File: src/rtl/syrk_pkg.sv
// Shared definitions for the SYRK control sequencer.
//   syrk_state_e : sequencer state encoding
//   SYRK_DW      : default data word width
//   syrk_iw()    : bits needed for a row/column/k index (0..n-1)
//   syrk_aw()    : bits needed for a linear buffer address (0..n*n-1)
package syrk_pkg;

  localparam int SYRK_DW = 32;

  typedef enum logic [3:0] {
    ST_IDLE,
    ST_LD_ALPHA,
    ST_LD_BETA,
    ST_LD_A,
    ST_LD_C,
    ST_COMPUTE,
    ST_DRAIN,
    ST_OUTPUT,
    ST_DONE
  } syrk_state_e;

  function automatic int syrk_iw(input int n);
    return (n < 2) ? 1 : $clog2(n);
  endfunction

  function automatic int syrk_aw(input int n);
    return (n < 2) ? 1 : $clog2(n * n);
  endfunction

endpackage

File: src/rtl/syrk_index_gen.sv
// Nested i / j / k index counter.
//   TRI=1   : j runs 0..i (lower triangle); TRI=0 : j runs 0..N-1
//   USE_K=0 : innermost k level collapsed (k stays 0, every step is a 'last')
// Ports:
//   clk, rst      clock, synchronous active-high reset
//   clr           synchronous return to (0,0,0), overrides step
//   step          advance by one innermost position
//   i, j, k       current indices
//   first / last  k == 0 / k == N-1
//   wrap          current position is the final one; a step now returns to 0
module syrk_index_gen
  import syrk_pkg::*;
#(
  parameter int  N     = 4,
  parameter bit  TRI   = 1'b1,
  parameter bit  USE_K = 1'b1,
  localparam int IW    = syrk_iw(N)
) (
  input  logic          clk,
  input  logic          rst,
  input  logic          clr,
  input  logic          step,
  output logic [IW-1:0] i,
  output logic [IW-1:0] j,
  output logic [IW-1:0] k,
  output logic          first,
  output logic          last,
  output logic          wrap
);

  localparam logic [IW-1:0] MAX = IW'(N - 1);

  logic [IW-1:0] i_q, i_d, j_q, j_d, k_q, k_d;
  logic          k_last, j_last, i_last;

  assign k_last = USE_K ? (k_q == MAX) : 1'b1;
  assign j_last = TRI ? (j_q == i_q) : (j_q == MAX);
  assign i_last = (i_q == MAX);

  always_comb begin
    i_d = i_q;
    j_d = j_q;
    k_d = k_q;
    if (clr) begin
      i_d = '0;
      j_d = '0;
      k_d = '0;
    end else if (step) begin
      if (!k_last) begin
        k_d = k_q + 1'b1;
      end else begin
        k_d = '0;
        if (!j_last) begin
          j_d = j_q + 1'b1;
        end else begin
          j_d = '0;
          i_d = i_last ? '0 : i_q + 1'b1;
        end
      end
    end
  end

  always_ff @(posedge clk) begin
    if (rst) begin
      i_q <= '0;
      j_q <= '0;
      k_q <= '0;
    end else begin
      i_q <= i_d;
      j_q <= j_d;
      k_q <= k_d;
    end
  end

  assign i     = i_q;
  assign j     = j_q;
  assign k     = k_q;
  assign first = (k_q == '0);
  assign last  = k_last;
  assign wrap  = i_last & j_last & k_last;

endmodule

File: src/rtl/syrk_sequencer.sv
// SYRK control sequencer: parses alpha, beta, A, C from the input stream,
// writes the A/C buffers, walks the lower-triangle i/j/k loop for the MAC
// datapath, schedules accumulator writebacks and streams C out.
// Ports:
//   clk, rst                    clock, synchronous active-high reset
//   start                       job start pulse (honoured in IDLE / DONE)
//   din, din_valid              input word stream
//   dout_ready                  output handshake (only with SYRK_OUT_READY_EN)
//   wr_data, wr_addr, a_we, c_we  buffer write port
//   alpha_q, beta_q             latched scalars
//   a_raddr0, a_raddr1, c_raddr buffer read addresses
//   mac_en, mac_first, mac_last MAC step controls
//   c_wb, c_wb_addr             accumulator writeback strobe and address
//   dout_valid                  c_rdata carries an output word
//   flag                        job complete (level)
// Build option: SYRK_OUT_READY_EN adds dout_ready backpressure on OUTPUT.
//
// state      | meaning
// -----------+----------------------------------------------
// IDLE       | after reset, waiting for start
// LD_ALPHA   | next valid word is alpha
// LD_BETA    | next valid word is beta
// LD_A       | writing A row-major
// LD_C       | writing C row-major
// COMPUTE    | one MAC step per cycle over lower triangle
// DRAIN      | waiting for the last writeback to land
// OUTPUT     | reading C out, one word per accepted cycle
// DONE       | flag high, waiting for start
module syrk_sequencer
  import syrk_pkg::*;
#(
  parameter int  N       = 100,
  parameter int  DW      = SYRK_DW,
  parameter int  MAC_LAT = 3,
  localparam int AW      = syrk_aw(N),
  localparam int IW      = syrk_iw(N)
) (
  input  logic          clk,
  input  logic          rst,
  input  logic          start,
  input  logic [DW-1:0] din,
  input  logic          din_valid,
`ifdef SYRK_OUT_READY_EN
  input  logic          dout_ready,
`endif
  output logic [DW-1:0] wr_data,
  output logic          a_we,
  output logic          c_we,
  output logic [AW-1:0] wr_addr,
  output logic [DW-1:0] alpha_q,
  output logic [DW-1:0] beta_q,
  output logic [AW-1:0] a_raddr0,
  output logic [AW-1:0] a_raddr1,
  output logic [AW-1:0] c_raddr,
  output logic          mac_en,
  output logic          mac_first,
  output logic          mac_last,
  output logic          c_wb,
  output logic [AW-1:0] c_wb_addr,
  output logic          dout_valid,
  output logic          flag
);

  localparam int            DCW = (MAC_LAT < 2) ? 1 : $clog2(MAC_LAT);
  localparam logic [AW-1:0] N_A = AW'(N);

  function automatic logic [AW-1:0] lin(input logic [IW-1:0] r, input logic [IW-1:0] c);
    return AW'(r) * N_A + AW'(c);
  endfunction

  syrk_state_e    state_q, state_d;
  logic [DW-1:0]  alpha_d, beta_q_d;
  logic [DW-1:0]  wr_data_q, wr_data_d;
  logic [AW-1:0]  wr_addr_q, wr_addr_d;
  logic           a_we_q, a_we_d, c_we_q, c_we_d;
  logic           flag_q, flag_d;
  logic [DCW-1:0] drain_q, drain_d;
  logic           out_last_q, out_last_d;
  logic           dout_valid_q, dout_valid_d;
  logic [AW-1:0]  out_addr_q, out_addr_d;
  logic           adv, issue;

  // Load / output counter: row-major walk over the full N x N square.
  logic           ld_step, ld_clr, ld_wrap;
  logic [IW-1:0]  ld_i, ld_j, ld_k_unused;
  logic           ld_first_unused, ld_last_unused;
  logic [AW-1:0]  ld_addr;

  // Compute counter: i, j<=i, k.
  logic           cm_step, cm_clr, cm_wrap, cm_first, cm_last;
  logic [IW-1:0]  cm_i, cm_j, cm_k;
  logic [AW-1:0]  pair_addr;

  // Writeback delay line: mac_last plus the pair address, MAC_LAT deep.
  logic [MAC_LAT-1:0] wb_vld_q, wb_vld_d;
  logic [AW-1:0]      wb_addr_q [MAC_LAT];
  logic [AW-1:0]      wb_addr_d [MAC_LAT];

  syrk_index_gen #(.N(N), .TRI(1'b0), .USE_K(1'b0)) u_ld_idx (
    .clk   (clk),
    .rst   (rst),
    .clr   (ld_clr),
    .step  (ld_step),
    .i     (ld_i),
    .j     (ld_j),
    .k     (ld_k_unused),
    .first (ld_first_unused),
    .last  (ld_last_unused),
    .wrap  (ld_wrap)
  );

  syrk_index_gen #(.N(N), .TRI(1'b1), .USE_K(1'b1)) u_cm_idx (
    .clk   (clk),
    .rst   (rst),
    .clr   (cm_clr),
    .step  (cm_step),
    .i     (cm_i),
    .j     (cm_j),
    .k     (cm_k),
    .first (cm_first),
    .last  (cm_last),
    .wrap  (cm_wrap)
  );

  assign ld_addr   = lin(ld_i, ld_j);
  assign pair_addr = lin(cm_i, cm_j);
  assign ld_clr    = !(state_q inside {ST_LD_A, ST_LD_C, ST_OUTPUT});
  assign cm_clr    = (state_q != ST_COMPUTE);
  assign cm_step   = (state_q == ST_COMPUTE);

`ifdef SYRK_OUT_READY_EN
  // A presented word is retired only when the consumer takes it.
  assign adv = ~dout_valid_q | dout_ready;
`else
  assign adv = 1'b1;
`endif
  assign issue = (state_q == ST_OUTPUT) && !out_last_q && adv;

  always_comb begin
    state_d      = state_q;
    alpha_d      = alpha_q;
    beta_q_d     = beta_q;
    wr_data_d    = wr_data_q;
    wr_addr_d    = wr_addr_q;
    a_we_d       = 1'b0;
    c_we_d       = 1'b0;
    flag_d       = flag_q;
    drain_d      = drain_q;
    out_last_d   = out_last_q;
    dout_valid_d = dout_valid_q;
    out_addr_d   = out_addr_q;
    ld_step      = 1'b0;
    case (state_q)
      ST_IDLE, ST_DONE: begin
        if (start) begin
          state_d = ST_LD_ALPHA;
          flag_d  = 1'b0;
        end
      end
      ST_LD_ALPHA: begin
        if (din_valid) begin
          alpha_d = din;
          state_d = ST_LD_BETA;
        end
      end
      ST_LD_BETA: begin
        if (din_valid) begin
          beta_q_d = din;
          state_d  = ST_LD_A;
        end
      end
      ST_LD_A, ST_LD_C: begin
        if (din_valid) begin
          ld_step   = 1'b1;
          wr_data_d = din;
          wr_addr_d = ld_addr;
          if (state_q == ST_LD_A) a_we_d = 1'b1;
          else                    c_we_d = 1'b1;
          if (ld_wrap) state_d = (state_q == ST_LD_A) ? ST_LD_C : ST_COMPUTE;
        end
      end
      ST_COMPUTE: begin
        if (cm_wrap) begin
          state_d = ST_DRAIN;
          drain_d = DCW'(MAC_LAT - 1);
        end
      end
      ST_DRAIN: begin
        if (drain_q == '0) begin
          state_d      = ST_OUTPUT;
          out_last_d   = 1'b0;
          dout_valid_d = 1'b0;
        end else begin
          drain_d = drain_q - 1'b1;
        end
      end
      ST_OUTPUT: begin
        if (adv) begin
          // Extra cycle after the last address presents the final word.
          dout_valid_d = !out_last_q;
          if (!out_last_q) begin
            ld_step    = 1'b1;
            out_addr_d = ld_addr;
            if (ld_wrap) out_last_d = 1'b1;
          end else begin
            state_d = ST_DONE;
            flag_d  = 1'b1;
          end
        end
      end
      default: state_d = ST_IDLE;
    endcase
  end

  always_comb begin
    wb_vld_d     = '0;
    wb_vld_d[0]  = mac_last;
    wb_addr_d[0] = pair_addr;
    for (int s = 1; s < MAC_LAT; s++) begin
      wb_vld_d[s]  = wb_vld_q[s-1];
      wb_addr_d[s] = wb_addr_q[s-1];
    end
  end

  always_ff @(posedge clk) begin
    if (rst) begin
      state_q      <= ST_IDLE;
      alpha_q      <= '0;
      beta_q       <= '0;
      wr_data_q    <= '0;
      wr_addr_q    <= '0;
      a_we_q       <= 1'b0;
      c_we_q       <= 1'b0;
      flag_q       <= 1'b0;
      drain_q      <= '0;
      out_last_q   <= 1'b0;
      dout_valid_q <= 1'b0;
      out_addr_q   <= '0;
      wb_vld_q     <= '0;
      for (int s = 0; s < MAC_LAT; s++) wb_addr_q[s] <= '0;
    end else begin
      state_q      <= state_d;
      alpha_q      <= alpha_d;
      beta_q       <= beta_q_d;
      wr_data_q    <= wr_data_d;
      wr_addr_q    <= wr_addr_d;
      a_we_q       <= a_we_d;
      c_we_q       <= c_we_d;
      flag_q       <= flag_d;
      drain_q      <= drain_d;
      out_last_q   <= out_last_d;
      dout_valid_q <= dout_valid_d;
      out_addr_q   <= out_addr_d;
      wb_vld_q     <= wb_vld_d;
      wb_addr_q    <= wb_addr_d;
    end
  end

  assign wr_data    = wr_data_q;
  assign wr_addr    = wr_addr_q;
  assign a_we       = a_we_q;
  assign c_we       = c_we_q;
  assign flag       = flag_q;
  assign dout_valid = dout_valid_q;

  assign mac_en     = (state_q == ST_COMPUTE);
  assign mac_first  = mac_en & cm_first;
  assign mac_last   = mac_en & cm_last;
  assign a_raddr0   = mac_en ? lin(cm_i, cm_k) : '0;
  assign a_raddr1   = mac_en ? lin(cm_j, cm_k) : '0;
  // While a word is stalled, keep reading its address so c_rdata holds.
  assign c_raddr    = mac_en ? pair_addr :
                      (state_q == ST_OUTPUT) ? (issue ? ld_addr : out_addr_q) : '0;

  assign c_wb       = wb_vld_q[MAC_LAT-1];
  assign c_wb_addr  = wb_addr_q[MAC_LAT-1];

endmodule

File: config.mk
export PLATFORM = sky130hd
export DESIGN_NAME = syrk_sequencer
export DESIGN_NICKNAME = d
export VERILOG_FILES = /design/src/rtl/syrk_pkg.sv /design/src/rtl/syrk_index_gen.sv /design/src/rtl/syrk_sequencer.sv
export SDC_FILE = /design/constraint.sdc
export NUM_CORES = 1
export LEC_CHECK = 0
export ABC_AREA = 1
export CAP_MARGIN = 20
export CORE_MARGIN = 1
export CORE_UTILIZATION = 58
export DETAILED_ROUTE_END_ITERATION = 8
export DONT_BUFFER_PORTS = 1
export PLACE_DENSITY = 0.79
export SLEW_MARGIN = 20
export SYNTH_ARGS = -nofsm -noshare
export SYNTH_HDL_FRONTEND = slang
export SYNTH_SLANG_ARGS = --single-unit
File: constraint.sdc
create_clock -name clk -period 4.5 [get_ports clk]
set_input_delay 1.35 -clock clk [delete_from_list [all_inputs] [get_ports clk]]
set_output_delay 1.35 -clock clk [all_outputs]
set_load 0.01 [all_outputs]
**Yosys cells after proc, flatten, opt, wreduce, memory -nomap -nowiden**

Cells that the tools add are included.

- Register bits after elaboration: 215
- Output and inout port bits: 174

- Bitwise logic cells: 9
- Muxes and demuxes: 36
- Multiply operators: 3
- Reductions and logical operators: 25
- Equal/unequal tests: 23
- Add/sub/neg operators: 10

Operators with widths:

| cell | count |
|---|---|
| $mux W14 | 5 |
| $add A14 B7 Y14 | 4 |
| $mul A7 B5 Y12 const B | 3 |
| $add A7 B1 Y7 const B | 5 |
| $mux W7 | 5 |
| $mux W4 | 8 |
| $eq A7 B7 Y1 const B | 4 |
| $pmux W4 S7 | 1 |
| $eq A4 B3 Y1 const B | 4 |
| $ne A2 B2 Y1 const B | 8 |
| $reduce_and A2 Y1 | 7 |
| $mux W1 | 10 |
| $reduce_and A3 Y1 | 3 |
| $eq A4 B2 Y1 const B | 2 |
| $pmux W1 S2 | 4 |
| $reduce_and A8 Y1 | 1 |
| $reduce_or A2 Y1 | 4 |
| $eq A7 B7 Y1 | 1 |
| $logic_not A7 Y1 | 1 |
| $reduce_bool A2 Y1 | 3 |
| $and A1 B1 Y1 | 5 |
| $eq A4 B1 Y1 const B | 1 |
| $eq A4 B4 Y1 const B | 1 |
| $logic_not A4 Y1 | 1 |
| other kinds (11) | 15 |

**Depth between registers and ports, before layout**

Gate-level depths: netlist (run 1).

- Word-level depth: 5
- Mapped depth: 18
- Depth with buffers taken out: 18

**Hierarchy**

From an unflattened synthesis (run 1), not the netlist that was laid out.

- Cells, all modules: 1561
- Area total of the unflattened synthesis: 11531.1 um^2

Modules (own cells, without submodules):

| module | area an instance (um^2) | times used | cells each |
|---|---|---|---|
| syrk_sequencer | 9437.8 | 1 | 1251 |
| syrk_index_gen at u_cm_idx | 1266.2 | 1 | 190 |
| syrk_index_gen at u_ld_idx | 827.0 | 1 | 120 |

**Least setup slack after synthesis (run 1)**

Ideal clock, no wire load.

- Path type: reg2out
- Start point: reg u_cm_idx.i_q[2] (netlist: u_cm_idx.i[2])
- End point: out a_raddr0[13]
- Cell stages (with the launch flop): 15
- Data arrival time: 3.074 ns
- Path slack: 0.076 ns
- Cell sequence: dfxtp_1 -> inv_1 -> ha_1 -> ha_1 -> fa_1 -> ha_1 -> nand3_1 -> nand3_2 -> xor2_2 -> nand2_2 -> nor2_1 -> nand3_1 -> nand2_1 -> nand2_1 -> nor2_1

- Word-level cells in the longest chain between the ends: 3

RTL lines:

| item | RTL line | text |
|---|---|---|
| from (decl) | syrk_index_gen.sv:33 | `logic [IW-1:0] i_q, i_d, j_q, j_d, k_q, k_d;` |
| from (signal assigned) | syrk_index_gen.sv:69 | `i_q <= i_d;` |
| $mul A7 B5 Y12 | syrk_sequencer.sv:68 | `return AW'(r) * N_A + AW'(c);` |
| $add A14 B7 Y14 | syrk_sequencer.sv:68 |  |
| $mux W14 | syrk_sequencer.sv:269 | `assign a_raddr0 = mac_en ? lin(cm_i, cm_k) : '0;` |
| to (decl) | syrk_sequencer.sv:52 | `output logic [AW-1:0] a_raddr0,` |

Every way passes these cells.

**Worst setup path in the final report (run 1)**

- Start point: reg u_cm_idx.i_q[3] (netlist: u_cm_idx.i[3])
- End point: out c_raddr[10]

- Word-level cells in the longest chain between the ends: 3

RTL lines:

| item | RTL line | text |
|---|---|---|
| $mul A7 B5 Y12 | syrk_sequencer.sv:68 |  |
| $add A14 B7 Y14 | syrk_sequencer.sv:68 |  |
| $mux W14 | syrk_sequencer.sv:272 | `assign c_raddr = mac_en ? pair_addr :` |
| to (decl) | syrk_sequencer.sv:54 | `output logic [AW-1:0] c_raddr,` |

Every way passes these cells.

==> results of run 1 <==
Yosys cell counts (3+ instances only):
library cell	number
a21o_1	3
nand3b_1	6
buf_2	5
nand2_1	190
ha_1	105
fa_1	10
clkbuf_1	43
xor2_1	24
o22ai_1	12
inv_2	7
or2_2	7
a21oi_1	134
nor3_1	18
o21ai_1	5
nor2_4	7
nor4_1	3
mux2i_1	3
inv_1	234
nand3_2	3
a211oi_1	3
o21ai_0	139
nand4_1	21
nor2_1	191
xnor2_1	12
o211ai_1	3
nand3_1	70
nand2_2	3
dfxtp_1	215
nor2_2	4
critical path, delay by kind of cell (launching register included):
family / cells / cell delay [ns]
xor+xnor: 2 / 0.42
simple gates: 3 / 0.32
buf+inv: 3 / 0.36
fa+ha+maj: 4 / 1.33
flops: 1 / 0.36
compound gates: 1 / 0.24
where the power goes:
part           internal [mW]  switching [mW]  total, mW
clock                   1.08           0.778       1.85
combinational          0.153           0.325      0.478
sequential              2.09           0.216       2.30
total                   3.31            1.32       4.63
how the worst max path moves through the flow:
stage,startpoint,end,slack [ns]
2_1_floorplan,u_cm_idx.i[2],a_raddr0[13],0.08
3_3_place_gp,u_cm_idx.i[2],c_raddr[10],0.08
3_5_place_dp,u_ld_idx.i[2],c_raddr[10],0.006
4_1_cts,u_cm_idx.i[2],c_raddr[10],-0.19
5_1_grt,u_ld_idx.i[4],out_addr_q[12],-0.48
6_report,u_cm_idx.i[3],c_raddr[10],-0.40
cell families (layout without fill, tap and decap cells):
kind of cell | after synthesis | after routing
adder cells (fa/ha/maj) | 115 | 115
XOR/XNOR | 37 | 37
flip-flops | 215 | 215
multiplexers | 3 | 3
AO/OA/AOI/OAI | 305 | 305
AND/OR/NAND/NOR | 529 | 529
other | 0 | 1
buffers and inverters | 293 | 376
layout make-up:
type                       instances  area share (%)
inverter                         242            6.60
multi-input combinational        989            49.2
clock buffer                      35            5.03
clock inverter                     6           0.332
antenna                            1          0.0180
timing repair buffer              93            5.31
sequential                       215            31.2
tap                              260            2.33
registers in the layout (all words and copies together), names as in the netlist:
name	cells
a_we	1
alpha_q	32
beta_q	32
c_wb_addr	14
c_we	1
dout_valid	1
drain_q	2
flag	1
out_addr_q	14
out_last_q	1
state_q	4
u_cm_idx.i	7
u_cm_idx.j	7
u_cm_idx.k	7
u_ld_idx.i	7
u_ld_idx.j	7
wb_addr_d	28
wb_vld_q	3
wr_addr	14
wr_data	32
through the flow:
step | power (mW) | area, um^2 | utilization [%] | worst slack, ns
final | 4.63 | 13900 | 74.0 | -0.402
after global routing | 4.83 | 13900 | 74.0 | -0.484
after CTS | 4.65 | 13400 | 70.9 | -0.185
after detailed placement | 2.82 | 11600 | 61.7 | 0.00606
after global placement | 2.80 | 11600 | 61.7 | 0.0753
after floorplan | 2.70 | 11200 | - | 0.0759
routing by layer:
layer | global-route usage (%) | vias to the layer above | share of wire [%]
met2 | 52.4 | 541 | 48
met3 | 8.08 | 171 | 9.6
met4 | 16.4 | 0 | 6.1
met5 | 0 | - | 0
met1 | 33.5 | 4790 | 37
li1 | - | 4980 | -
timing repair:
item | 4_1_cts | 5_1_grt
setup buffers | 40 | 18
hold endpoints to repair | 0 | 0
setup endpoints to repair | 18 | 20
gates resized for setup | 127 | 113
pin swaps | 48 | 55
==> metrics.txt, run 1 <==
HP Class reg -> reg; post-synthesis cell type count 44; DRC Markers 0; Worst Tran Pin Value 1.06 ns; most common cell after layout, fill and taps aside inv_1; antenna violations before repair 1; Critical Path Start Type flip-flop; clk root buf clkbuf_16; P&R area growth vs syn 24.3%; leading cell types in the layout, fill and taps excluded inv_1, dfxtp_1, nor2_1; post-synthesis compound-gate area fraction 14.1%; Final Non-Filler Cells 1841; post-synthesis sequential area ratio 38.4%; Initial Util 59.6%; Synth Flop Type dfxtp_1; min cycle time layout 4.90 ns; clk_lat worst skew 0.52 ns; cells along the critical path inv_4, ha_4, ha_4, fa_2, ha_4, nand2_4, nand3_4, xor2_4, buf_6, nand4_1, xor2_2, o21ai_2, buf_4; H-tree levels 1; filler instances 1255; WP data arrival 3.55 ns; critical path class reg -> out; post-synthesis mux area share 0.268%; failing checks setup timing; worst r2r src u_ld_idx.i[2]; Clock transition at path regs 0.06 ns; GPL Wtd Cong 0.922; asr flop ratio synth 0%; Synth Area in XOR/XNOR 2.96%; area leader, netlist dfxtp_1; R2R depth 34; internal reg-to-reg setup slack -0.30 ns; clock sink count 215; Buffers on Ports 0; Seq cells post-synth 215; FF+latch area 4340 um^2; number of global-route vias before repair 9850; DP Wirelength 19.6 mm; Vias/cell 5.69; Net Count, Synth 1648; Top cell by count, worst path ha_4; hold buffers post-CTS 0; largest net degree at the start of global routing 71; LEAKAGE 5.94 nW; row cnt 50; mean post-synth cell area 7.49 um^2; Setup TNS Final -3.56 ns; PnR worst setup slack -0.402 ns; crit share post-route 109%; starting DRC count in detailed routing 689; share of the synthesized area in the top cell type 38.4%; Syn. warnings 0; fin. max-slew vios 0; main combinational cell family by area after synthesis simple AND/OR/NAND/NOR gates; Peak VDD IR 246 uV; pwr dens 332 nW/um^2; Setup crit end kind primary output; Die Y 141 um; Initial DRT Pass Iterations 5; Synth Area in Simple Gates 20.8%; slowest stage cell on the critical path fa_2; Cells after Synth 1497; ANT nets after route 0; post-synthesis cell area 11200 um^2; worst relative slew slack 29.3%; Max Cap Viol 0; CTS Buf Count 23; Cells on Worst Hold Path 2; Worst Hold Path EP c_wb_addr[1]; first-pass GRT wire length 48.4 mm; R2R Path End out_addr_q[12]; io pins 210; Min Hold Slack 0.391 ns; Post-Route Skew 0.0138 ns; Cells after DPL 1743; maximum fanout along the worst path 4; fmax 0.204 GHz; full die area 19900 um^2; CTS tree done; Post-Synth Adder-Cell Area 13.5%; top cells by area, synth dfxtp_1, ha_1, inv_1; area of the multi-input gates 6860 um^2; Longest Clk Path Bufs 3; fraction of layout cells with a size suffix above 1 22.1%; core area 18800 um^2; worst hold start wb_addr_d[1]; Post-synth EDFFs 0; RSZ-0062 raised after global routing true; critical path's largest stage delay 0.47 ns; Final Hold Fails 0; Die W 141 um; WL per Instance 17.9 um; status complete, but fails checks; vias 10.5k; detailed-route wire length 32.9 mm; global route overflow 0; gr usage total 30.1%; CP required 3.15 ns; Nets 1715; final setup fails 15
(Power assumes the default switching activity.)
==> run 2, diff against run 1 <==
--- a/config.mk
+++ b/config.mk
@@ -7,11 +7,13 @@
 export LEC_CHECK = 0
 export ABC_AREA = 1
 export CAP_MARGIN = 20
+export CELL_PAD_IN_SITES_DETAIL_PLACEMENT = 0
+export CELL_PAD_IN_SITES_GLOBAL_PLACEMENT = 2
 export CORE_MARGIN = 1
-export CORE_UTILIZATION = 58
+export CORE_UTILIZATION = 33
 export DETAILED_ROUTE_END_ITERATION = 8
 export DONT_BUFFER_PORTS = 1
-export PLACE_DENSITY = 0.79
+export PLACE_DENSITY = 0.8
 export SLEW_MARGIN = 20
 export SYNTH_ARGS = -nofsm -noshare
 export SYNTH_HDL_FRONTEND = slang
==> metrics.txt, run 2 (same netlist as run 1, synthesis figures left out) <==
status complete, but fails checks; failing checks setup timing; R2R Path End wb_addr_d[27]; met3 WL post-DR 2.30 mm; Peak VDD IR 280 uV; Setup TNS Final -1.92 ns; antenna violations before repair 0; max layer used met4; Finished Cell Area 14200 um^2; GPL Wtd Cong 0.826; post-layout util 42.3%; clk_lat worst skew 0.54 ns; min cycle time layout 4.70 ns; fin. max-slew vios 0; Longest Clk Path Bufs 3; Min Hold Slack 0.401 ns; hold buffers post-CTS 0; Max Cap Viol 0; Vias/cell 4.80; Initial DRT Pass Iterations 5; R2R depth 14; worst relative slew slack 35.1%; crit path from u_cm_idx.i[2]; Worst Tran Pin Value 0.974 ns; PnR worst setup slack -0.198 ns; WL per Instance 15.7 um; Initial Util 33.5%; Setup crit end kind primary output; Die W 186 um; FF+latch area 4330 um^2; Post-Route Skew 0.0115 ns; CTS Buf Count 27; Critical Path Start Type flip-flop; most common cell after layout, fill and taps aside inv_1; Post-Place Cell Area 12000 um^2; pwr dens 342 nW/um^2; clk root buf clkbuf_16; crit path capture c_raddr[13]; ANT nets after route 0; full die area 34700 um^2; CP required 3.15 ns; global route overflow 0; maximum fanout along the worst path 5; first-pass GRT wire length 50.2 mm; M1 WL 14.2 mm; Final Hold Fails 0; Die Y 186 um; area of the multi-input gates 6870 um^2; vias 9705; crit share post-route 104%; DRC Markers 0; fmax 0.213 GHz; worst r2r src u_cm_idx.i[2]; P&R area growth vs syn 26.3%; Buffers on Ports 0; clock sink count 215; filler instances 3388; LEAKAGE 5.95 nW; Nets 1705; RSZ-0062 raised after global routing true; Clock transition at path regs 0.06 ns; core area 33400 um^2; internal reg-to-reg setup slack 1.63 ns; io pins 210; final setup fails 13; DP Wirelength 22.6 mm; largest net degree at the start of global routing 112; number of global-route vias before repair 9124; HP Class reg -> reg; fraction of layout cells with a size suffix above 1 20.7%; WP data arrival 3.35 ns; gr usage total 17.7%; detailed-route wire length 31.8 mm; met2 routed WL 14.6 mm; Inserted Diodes 0; critical path class reg -> out; leading cell types in the layout, fill and taps excluded inv_1, dfxtp_1, nor2_1; H-tree levels 1; row cnt 67; CTS tree done; starting DRC count in detailed routing 468; Cells on Worst Hold Path 2
-- run 2: what timing repair did --
action / in CTS / in global routing
gates cloned: 0 / 0
gates resized for setup: 138 / 84
pin swaps: 63 / 34
buffers inserted: 17 / 5
setup endpoints to repair: 19 / 19
endpoints found under the hold margin: 0 / 0
-- run 2: cell type report --
class                      count  share of cell area, %
multi-input combinational    989                   48.6
clock inverter                11                  0.725
tap                          448                   3.96
inverter                     242                   6.47
sequential                   215                   30.6
timing repair buffer          79                   4.45
clock buffer                  37                   5.25
-- run 2: worst max-delay path, stage by stage (launching register included) --
cell	delay (ns)
dfxtp_2	0.34
inv_2	0.05
ha_4	0.26
ha_4	0.19
fa_1	0.51
ha_4	0.34
nand2_2	0.07
nand3_4	0.12
xor2_4	0.21
nand2_2	0.11
buf_6	0.15
nor2_4	0.12
nand3_2	0.08
nand2_2	0.08
nand3_2	0.06
nand2_2	0.11
-- run 2: worst min-delay path by stage --
stage	from	to	slack, ns
3_3_place_gp	wb_addr_d[27]	wb_addr_d[13]	0.40
4_1_cts	wb_addr_d[25]	wb_addr_d[11]	0.41
5_1_grt	wb_addr_d[22]	wb_addr_d[8]	0.42
6_report	wb_addr_d[3]	c_wb_addr[3]	0.40
2_1_floorplan	wb_addr_d[0]	c_wb_addr[0]	0.39
3_5_place_dp	wb_addr_d[27]	wb_addr_d[13]	0.39
-- run 2: per-layer routing --
| layer | global-route usage, % | vias to the layer above |
|---|---|---|
| li1 | - | 4952 |
| met1 | 22.9 | 4465 |
| met2 | 29.4 | 249 |
| met3 | 4.66 | 39 |
| met4 | 3.97 | 0 |
| met5 | 0 | - |
-- run 2: power breakdown --
part / switching (mW) / total [mW] / internal [mW]
clock network: 0.848 / 2.06 / 1.21
registers: 0.220 / 2.31 / 2.09
logic: 0.324 / 0.477 / 0.153
-- run 2: stage by stage --
stage               power, mW  setup WS [ns]  instances
floorplan                2.70         0.0759       1497
global placement         2.83        -0.0283       1951
detailed placement       2.84        -0.0701       1951
CTS                      4.94         -0.194       2016
global route             5.09         -0.387       2021
finish                   4.85         -0.198       2021
==> run 3, diff against run 2 <==
--- a/config.mk
+++ b/config.mk
@@ -6,11 +6,11 @@
 export NUM_CORES = 1
 export LEC_CHECK = 0
 export ABC_AREA = 1
-export CAP_MARGIN = 20
 export CELL_PAD_IN_SITES_DETAIL_PLACEMENT = 0
 export CELL_PAD_IN_SITES_GLOBAL_PLACEMENT = 2
 export CORE_MARGIN = 1
 export CORE_UTILIZATION = 33
+export CTS_CLUSTER_SIZE = 40
 export DETAILED_ROUTE_END_ITERATION = 8
 export DONT_BUFFER_PORTS = 1
 export PLACE_DENSITY = 0.8
==> metrics.txt, run 3 (same netlist as run 1, synthesis figures left out) <==
pwr dens 344 nW/um^2; area of the multi-input gates 6940 um^2; Setup crit end kind primary output; Worst Tran Pin Value 0.983 ns; critical path class reg -> out; hold buffers post-CTS 0; RSZ-0062 raised after global routing true; row cnt 67; WL per Instance 15.7 um; largest net degree at the start of global routing 112; DRC Markers 0; Initial DRT Pass Iterations 5; CP required 3.15 ns; critical path's largest stage delay 0.52 ns; grt met3 use 4.78%; fraction of layout cells with a size suffix above 1 21.0%; CTS Buf Count 27; Setup TNS Final -2.21 ns; Inserted Diodes 0; Clock transition at path regs 0.06 ns; global routing usage on met1 23.0%; total power 4.91 mW; clk_lat worst skew 0.55 ns; Top cell by count, worst path ha_4; ANT nets after route 0; Die Y 186 um; vias 9671; crit share post-route 105%; slowest stage cell on the critical path fa_1; clock sink count 215; maximum fanout along the worst path 3; worst relative slew slack 34.5%; Cells on Worst Hold Path 2; GPL Wtd Cong 0.826; first-pass GRT wire length 50.3 mm; status complete, but fails checks; filler instances 3374; detailed-route wire length 31.9 mm; WP data arrival 3.38 ns; min cycle time layout 4.73 ns; DP Wirelength 22.6 mm; cells along the critical path inv_2, ha_4, ha_4, fa_1, ha_4, buf_12, xor2_4, nor2_4, nand2_4, nor2_4, nand2_1, nand2_2, nand3_2, nand3_2, o21ai_2, buf_4; Top Usage Layer GRT met2; CP top delay family adder cells; clk root buf clkbuf_16; leading cell types in the layout, fill and taps excluded inv_1, dfxtp_1, nor2_1; Nets 1708; post-layout util 42.7%; Buffers on Ports 0; most common cell after layout, fill and taps aside inv_1; Vias/cell 4.78; P&R area growth vs syn 27.3%; R2R depth 16; core area 33400 um^2; R2R Path End out_addr_q[12]; Setup WS pre-CTS -0.0701 ns; Final Hold Fails 0; Max Cap Viol 0; Longest Clk Path Bufs 3; H-tree levels 1; failing checks setup timing; crit path capture c_raddr[12]; final setup fails 14; worst r2r src u_ld_idx.i[2]; internal reg-to-reg setup slack 1.63 ns; HP Class reg -> reg; fmax 0.211 GHz; Bufs and invs on worst path 3; antenna violations before repair 0; Die W 186 um; CTS tree done; full die area 34700 um^2; io pins 210; Critical Path Start Type flip-flop; global route overflow 0; Min Hold Slack 0.398 ns; FF+latch area 4330 um^2; Post-Route Skew 0.0202 ns; CP Depth 16; LEAKAGE 5.99 nW; gr usage total 17.8%; Peak VDD IR 287 uV; Initial Util 33.5%; fin. max-slew vios 0; starting DRC count in detailed routing 401; crit path from u_ld_idx.i[2]; PnR worst setup slack -0.232 ns; number of global-route vias before repair 9141; GR Util met2 29.5%
## run 3: changes by cell type in the layout (fill, tap and decap cells not counted), moves of 2 or more
cell | previous run | this run
ha_4 | 39 | 42
a21oi_1 | 126 | 124
a21oi_2 | 6 | 8
buf_4 | 69 | 71
clkbuf_8 | 3 | 5
dfxtp_2 | 10 | 12
ha_2 | 3 | 1
inv_4 | 3 | 1
nand3_2 | 15 | 13
nand3_4 | 5 | 7
nor2_2 | 10 | 8
nor2_4 | 14 | 16
## run 3: power by group
part,total (mW),switching (mW),internal [mW],leakage [nW]
sequential,2.31,0.220,2.09,1.75
combinational,0.479,0.325,0.153,3.82
clock,2.12,0.866,1.25,0.422
## run 3: worst min path at each step
stage | from | to | slack, ns
4_1_cts | wb_addr_d[4] | c_wb_addr[4] | 0.40
3_5_place_dp | wb_addr_d[27] | wb_addr_d[13] | 0.39
3_3_place_gp | wb_addr_d[27] | wb_addr_d[13] | 0.40
5_1_grt | wb_addr_d[25] | wb_addr_d[11] | 0.42
6_report | wb_addr_d[4] | c_wb_addr[4] | 0.40
2_1_floorplan | wb_addr_d[0] | c_wb_addr[0] | 0.39
## run 3: timing repair
action,4_1_cts,5_1_grt
pin swaps,63,27
setup buffers,18,7
setup endpoints to repair,19,18
resized for setup,149,78
## run 3: stage by stage
stage	std cells	area (um^2)
4_1_cts	2017	13800
5_1_grt	2024	14300
6_report	2024	14300
2_1_floorplan	1497	11200
3_5_place_dp	1951	12000
3_3_place_gp	1951	12000
## run 3: layout make-up
cell class | instances | share of cell area [%]
multi-input combinational | 989 | 48.6
sequential | 215 | 30.3
inverter | 242 | 6.38
clock buffer | 38 | 5.37
timing repair buffer | 82 | 4.66
tap | 448 | 3.93
clock inverter | 10 | 0.754
## run 3: metal layers
layer  vias up  wire (um)  part of all wire, %
met5         -          0                    0
met4         0        558                  1.8
met2       224      14600                   46
met3        35       2280                  7.1
li1       4969          -                    -
met1      4443      14400                   45
## run 3: worst min-delay path: cells and delay by family (launching register included)
kind / cells / cell delay (ns)
buffers and inverters: 1 / 0.04
DFF: 1 / 0.30
and+or+nand+nor: 1 / 0.03
==> RTL edit 1: new RTL, config.mk and constraints of run 2 <==
`USE_K`: 1'b0 -> 1'b1.
--- a/src/rtl/syrk_sequencer.sv
+++ b/src/rtl/syrk_sequencer.sv
@@ -97,5 +97,5 @@
   logic [AW-1:0]      wb_addr_d [MAC_LAT];
 
-  syrk_index_gen #(.N(N), .TRI(1'b0), .USE_K(1'b0)) u_ld_idx (
+  syrk_index_gen #(.N(N), .TRI(1'b0), .USE_K(1'b1)) u_ld_idx (
     .clk   (clk),
     .rst   (rst),
Formal check against the unedited RTL: not equivalent (a bounded check fails within 10 cycles, from zero or initial values and one cycle with rst high).
==> RTL edit 1 against run 2 <==
- the run still ends with setup timing left
- sequential cell count up 7
- wire length increased by 1.4%
- combinational power grew 41%
- sequential share of layout area grew 0.22 points
- synthesized area increased by 3.8%
- final area increased by 2.7%
- power increased by 11%
- global-route usage down 0.060 points
- first-iteration DRC count decreased by 25%
- worst setup slack gained 0.088 ns
- largest cell class unchanged
- largest power group unchanged
- highest routed layer unchanged
==> RTL edit 1: results (changes against run 2) <==
- Inst Count DP: 2000 (was 1951)
- Worst Hold Path EP: wb_addr_d[8]$_SDFF_PP0_ (was c_wb_addr[3]$_SDFF_PP0_)
- Vias in the first global route: 9620 (was 9124)
- GRT Util Overall: 17.7% (about the same)
- Critical Path Fanout Max: 6 (was 5)
- Area after DPL: 0.0123 mm2 (was 0.0120 mm2)
- Mapped Nets: 1705 (was 1648)
- Fillers: 3507 (was 3388)
- Clk cell area share: 6.27% (was 5.97%)
- Reg2reg end: wr_addr[11]$_SDFFE_PP0P_ (was wb_addr_d[27]$_SDFF_PP0_)
- Post-Route Skew: 0.0203 ns (was 0.0115 ns)
- M1 WL: 14.8 mm (was 14.2 mm)
- First-pass GRT wire length: 51.5 mm (was 50.2 mm)
- Fraction of area in multi-input gates: 48.7% (was 48.6%)
- Post-synth top cells: inv_1, dfxtp_1, nand2_1 (was inv_1, dfxtp_1, nor2_1)
- Routed met3 length: 2.55 mm (was 2.30 mm)
- Max stage delay on crit path: 0.57 ns (was 0.51 ns)
- Dpl hpwl: 23.4 mm (was 22.6 mm)
- Non-clk buf share: 3.95% (was 4.45%)
- # clk buffers: 34 (was 37)
- Fin nets: 1756 (was 1705)
- Inserted Clock Buffers: 26 (was 27)
- Gpl congestion: 0.828 (was 0.826)
- Syn Area/Cell: 7.49 um2 (about the same)
- CP max stage cell: fa_2 (was fa_1)
- Largest net degree at the start of global routing: 67 (was 112)
- Synth top area cells: dfxtp_1, ha_1, inv_1 (unchanged)
- Routed Wire Length: 32.2 mm (was 31.8 mm)
- Final setup TNS: -0.596 ns (was -1.92 ns)
- Non-clk bufs: 74 (was 79)
- Area growth syn-to-layout: 24.9% (was 26.3%)
- Worst R2R Path Depth: 15 (was 14)
- Met3 global-route usage: 4.93% (was 4.66%)
- Clock Sinks: 222 (was 215)
- #MultiIn Comb: 1036 (was 989)
- Grt met1 use: 22.9% (about the same)
- Critical Path AT: 3.26 ns (was 3.35 ns)
- Run status: finished with violations (unchanged)
- R2R Path Start: u_ld_idx.i[2]$_SDFFE_PP0P_ (was u_cm_idx.i[2]$_SDFFE_PP0P_)
- Register area: 0.00448 mm2 (was 0.00433 mm2)
- Final number of setup-violating endpoints: 12 (was 13)
- DR iter-0 viols: 353 (was 468)
- Worst hold slack: 0.387 ns (was 0.401 ns)
- Met2 usage: 29.1% (was 29.4%)
- Failing checks: setup timing (unchanged)
- Post-synthesis cell type count: 47 (was 44)
- Via count: 9925 (was 9705)
- Final setup margin: -0.109 ns (was -0.198 ns)
- Register area share after synthesis: 38.2% (was 38.4%)
- Non-clk invs: 245 (was 242)
- Cell Count, Final, Fillers Out: 2079 (was 2021)
- Seq/total area: 30.8% (was 30.6%)
- Worst min-delay path startpoint: wb_addr_d[22]$_SDFF_PP0_ (was wb_addr_d[3]$_SDFF_PP0_)
## RTL edit 1: cell count changes in the layout (fill, tap and decap cells not counted), moves of 5 or more
cell	before	now
nand3_2	15	23
nand3_1	53	45
a21oi_1	126	120
dfxtp_1	201	207
nand2_2	25	46
o21ai_0	129	134
buf_6	10	5
nand2_1	162	168
nor2_1	178	193
xor2_4	7	2
nor3b_1	1	6
inv_1	220	225
## RTL edit 1: cell families (layout without fill, tap and decap cells)
| logic type | after synthesis | after routing | synth area share, % |
|---|---|---|---|
| flops | 222 | 222 | 38.2 |
| simple gates | 576 | 576 | 21.9 |
| mux | 4 | 4 | 0.344 |
| xor+xnor | 40 | 40 | 3.14 |
| fa+ha+maj | 115 | 115 | 13.0 |
| compound gates | 301 | 301 | 13.5 |
| buf+inv | 296 | 366 | 9.98 |
## RTL edit 1: worst max-delay path by stage
stage                         endpoint  depth (start not counted)                        from
after global placement     c_raddr[10]                         17  u_ld_idx.i[3]$_SDFFE_PP0P_
after CTS                 a_raddr0[13]                         15  u_cm_idx.i[2]$_SDFFE_PP0P_
after detailed placement   c_raddr[10]                         17  u_ld_idx.i[3]$_SDFFE_PP0P_
final                     a_raddr1[13]                         15  u_cm_idx.j[2]$_SDFFE_PP0P_
after global routing      a_raddr1[13]                         15  u_cm_idx.j[2]$_SDFFE_PP0P_
after floorplan           a_raddr0[13]                         14  u_cm_idx.i[2]$_SDFFE_PP0P_
## RTL edit 1: repair_timing
action                                  CTS  global route
endpoints found under the setup margin   18            17
setup buffers                            20            12
gates cloned                              0             0
pin swaps                                53            59
resized for setup                       126            98
## RTL edit 1: power by group
| part | switching (W) | internal (W) |
|---|---|---|
| clock network | 0.000867 | 0.00137 |
| logic | 0.000453 | 0.000219 |
| registers | 0.000279 | 0.00220 |
| total | 0.00160 | 0.00379 |
==> RTL edit 2: new RTL, settings of run 2 <==
Without the edit above. The output `c_we` loses its register stage (`c_we_q` becomes a continuous assignment).
--- a/src/rtl/syrk_sequencer.sv
+++ b/src/rtl/syrk_sequencer.sv
@@ -231,5 +231,4 @@
       wr_addr_q    <= '0;
       a_we_q       <= 1'b0;
-      c_we_q       <= 1'b0;
       flag_q       <= 1'b0;
       drain_q      <= '0;
@@ -246,5 +245,4 @@
       wr_addr_q    <= wr_addr_d;
       a_we_q       <= a_we_d;
-      c_we_q       <= c_we_d;
       flag_q       <= flag_d;
       drain_q      <= drain_d;
@@ -257,4 +255,6 @@
   end
 
+  assign c_we_q = c_we_d;
+
   assign wr_data    = wr_data_q;
   assign wr_addr    = wr_addr_q;
Function: no difference found for any inputs over 10 cycles, from zero or initial values and one cycle with rst high; that may be too few to reach the edited logic, so the function may still have changed.
==> RTL edit 2 against run 2 <==
- the run still ends with setup timing left
- critical path depth is 2 lower
- final area rose by 1.4%
- register-to-register slack got worse by 1.7 ns
- synthesized area hardly changed
- highest routed layer unchanged
- worst setup slack better by 0.0018 ns
- clock power up 11%
- power grew 8.0%
- sequential cell count is 1 lower
- combinational power increased by 37%
- non-clock buffer count up 26
- wire length up 4.5%
- core utilization rose by 0.48 points
==> RTL edit 2: results (changes against run 2) <==
- Flop pwr share: 43.8% (was 47.6%)
- Run status: finished with violations (unchanged)
- Fillers: 3377 (was 3388)
- Post-Route Skew: 0.0210 ns (was 0.0115 ns)
- Mapped Nets: 1646 (was 1648)
- Final setup margin: -0.196 ns (was -0.198 ns)
- Post-synthesis cell type count: 48 (was 44)
- Largest net degree at the start of global routing: 100 (was 112)
- Fraction of the mapped netlist area in adder cells: 13.5% (about the same)
- Comb. pwr: 0.000652 W (was 0.000477 W)
- Fin nets: 1724 (was 1705)
- Failing checks: setup timing (unchanged)
- Inserted Clock Buffers: 26 (was 27)
- GRT Util Overall: 18.8% (was 17.7%)
- Synth Area in XOR/XNOR: 3.10% (was 2.96%)
- Syn Area/Cell: 7.51 um2 (was 7.49 um2)
- Reg2reg end: u_ld_idx.i[2]$_SDFFE_PP0P_ (was wb_addr_d[27]$_SDFF_PP0_)
- Mux contribution to synthesized area: 0.178% (was 0.268%)
- CP endpoint: c_raddr[10] (was c_raddr[13])
- Via count: 9853 (was 9705)
- Gpl congestion: 0.816 (was 0.826)
- Inst Count DP: 1932 (was 1951)
- Clk pin slew, worst setup/hold paths: 0.06 ns (about the same)
- Dpl hpwl: 23.1 mm (was 22.6 mm)
- R2R Path Start: u_ld_idx.i[2]$_SDFFE_PP0P_ (was u_cm_idx.i[2]$_SDFFE_PP0P_)
- Vias in the first global route: 9815 (was 9124)
- P per Cell Area: 365 mW/mm2 (was 342 mW/mm2)
- Worst R2R Setup Slack: -0.08 ns (was 1.63 ns)
- Worst min-delay path startpoint: wb_addr_d[14]$_SDFF_PP0_ (was wb_addr_d[3]$_SDFF_PP0_)
- Final number of setup-violating endpoints: 11 (was 13)
- First-pass GRT wire length: 53.2 mm (was 50.2 mm)
- Register area share after synthesis: 38.2% (was 38.4%)
- Final setup TNS: -1.38 ns (was -1.92 ns)
- VDD IR max: 242 uV (was 280 uV)
- Worst R2R Path Depth: 35 (was 14)
- Initial antenna violation count: 0 (unchanged)
- Synth top area cells: dfxtp_1, ha_1, nand2_1 (was dfxtp_1, ha_1, inv_1)
- Internal: 0.00376 W (was 0.00346 W)
- Routed Wire Length: 33.2 mm (was 31.8 mm)
- Worst Hold Path EP: wb_addr_d[0]$_SDFF_PP0_ (was c_wb_addr[3]$_SDFF_PP0_)
- Cell Count, Final, Fillers Out: 2038 (was 2021)
- Relative slew slack: 33.1% (was 35.1%)
- DR iter-0 viols: 406 (was 468)
- Post-synth top cells: nand2_1, dfxtp_1, nor2_1 (was inv_1, dfxtp_1, nor2_1)
## RTL edit 2: timing repair
action,CTS,global route
gates resized for setup,121,101
pin swaps,47,50
endpoints found under the setup margin,19,20
setup buffers,49,16
## RTL edit 2: through the flow
stage / worst slack [ns] / util (%) / hold WS, ns
detailed placement: -0.0268 / 35.5 / 0.394
floorplan: 0.174 / - / 0.388
finish: -0.196 / 42.8 / 0.400
global route: -0.354 / 42.8 / 0.423
global placement: 0.0281 / 35.5 / 0.396
CTS: -0.247 / 41.2 / 0.402
## RTL edit 2: per-layer routing
layer	vias up	wire length [um]	GRT usage [%]
met2	229	15100	31.0
met1	4545	14800	23.5
li1	5023	-	-
met4	0	886	5.98
met3	56	2380	5.27
met5	-	0	0
## RTL edit 2: layout make-up
type | instances | area share, %
repair buffers | 105 | 5.89
flip-flops and latches | 214 | 30.1
inverters | 196 | 5.18
clock buffers | 37 | 5.39
well taps | 448 | 3.91
clock inverters | 8 | 1.19
multi-input cells | 1030 | 48.4
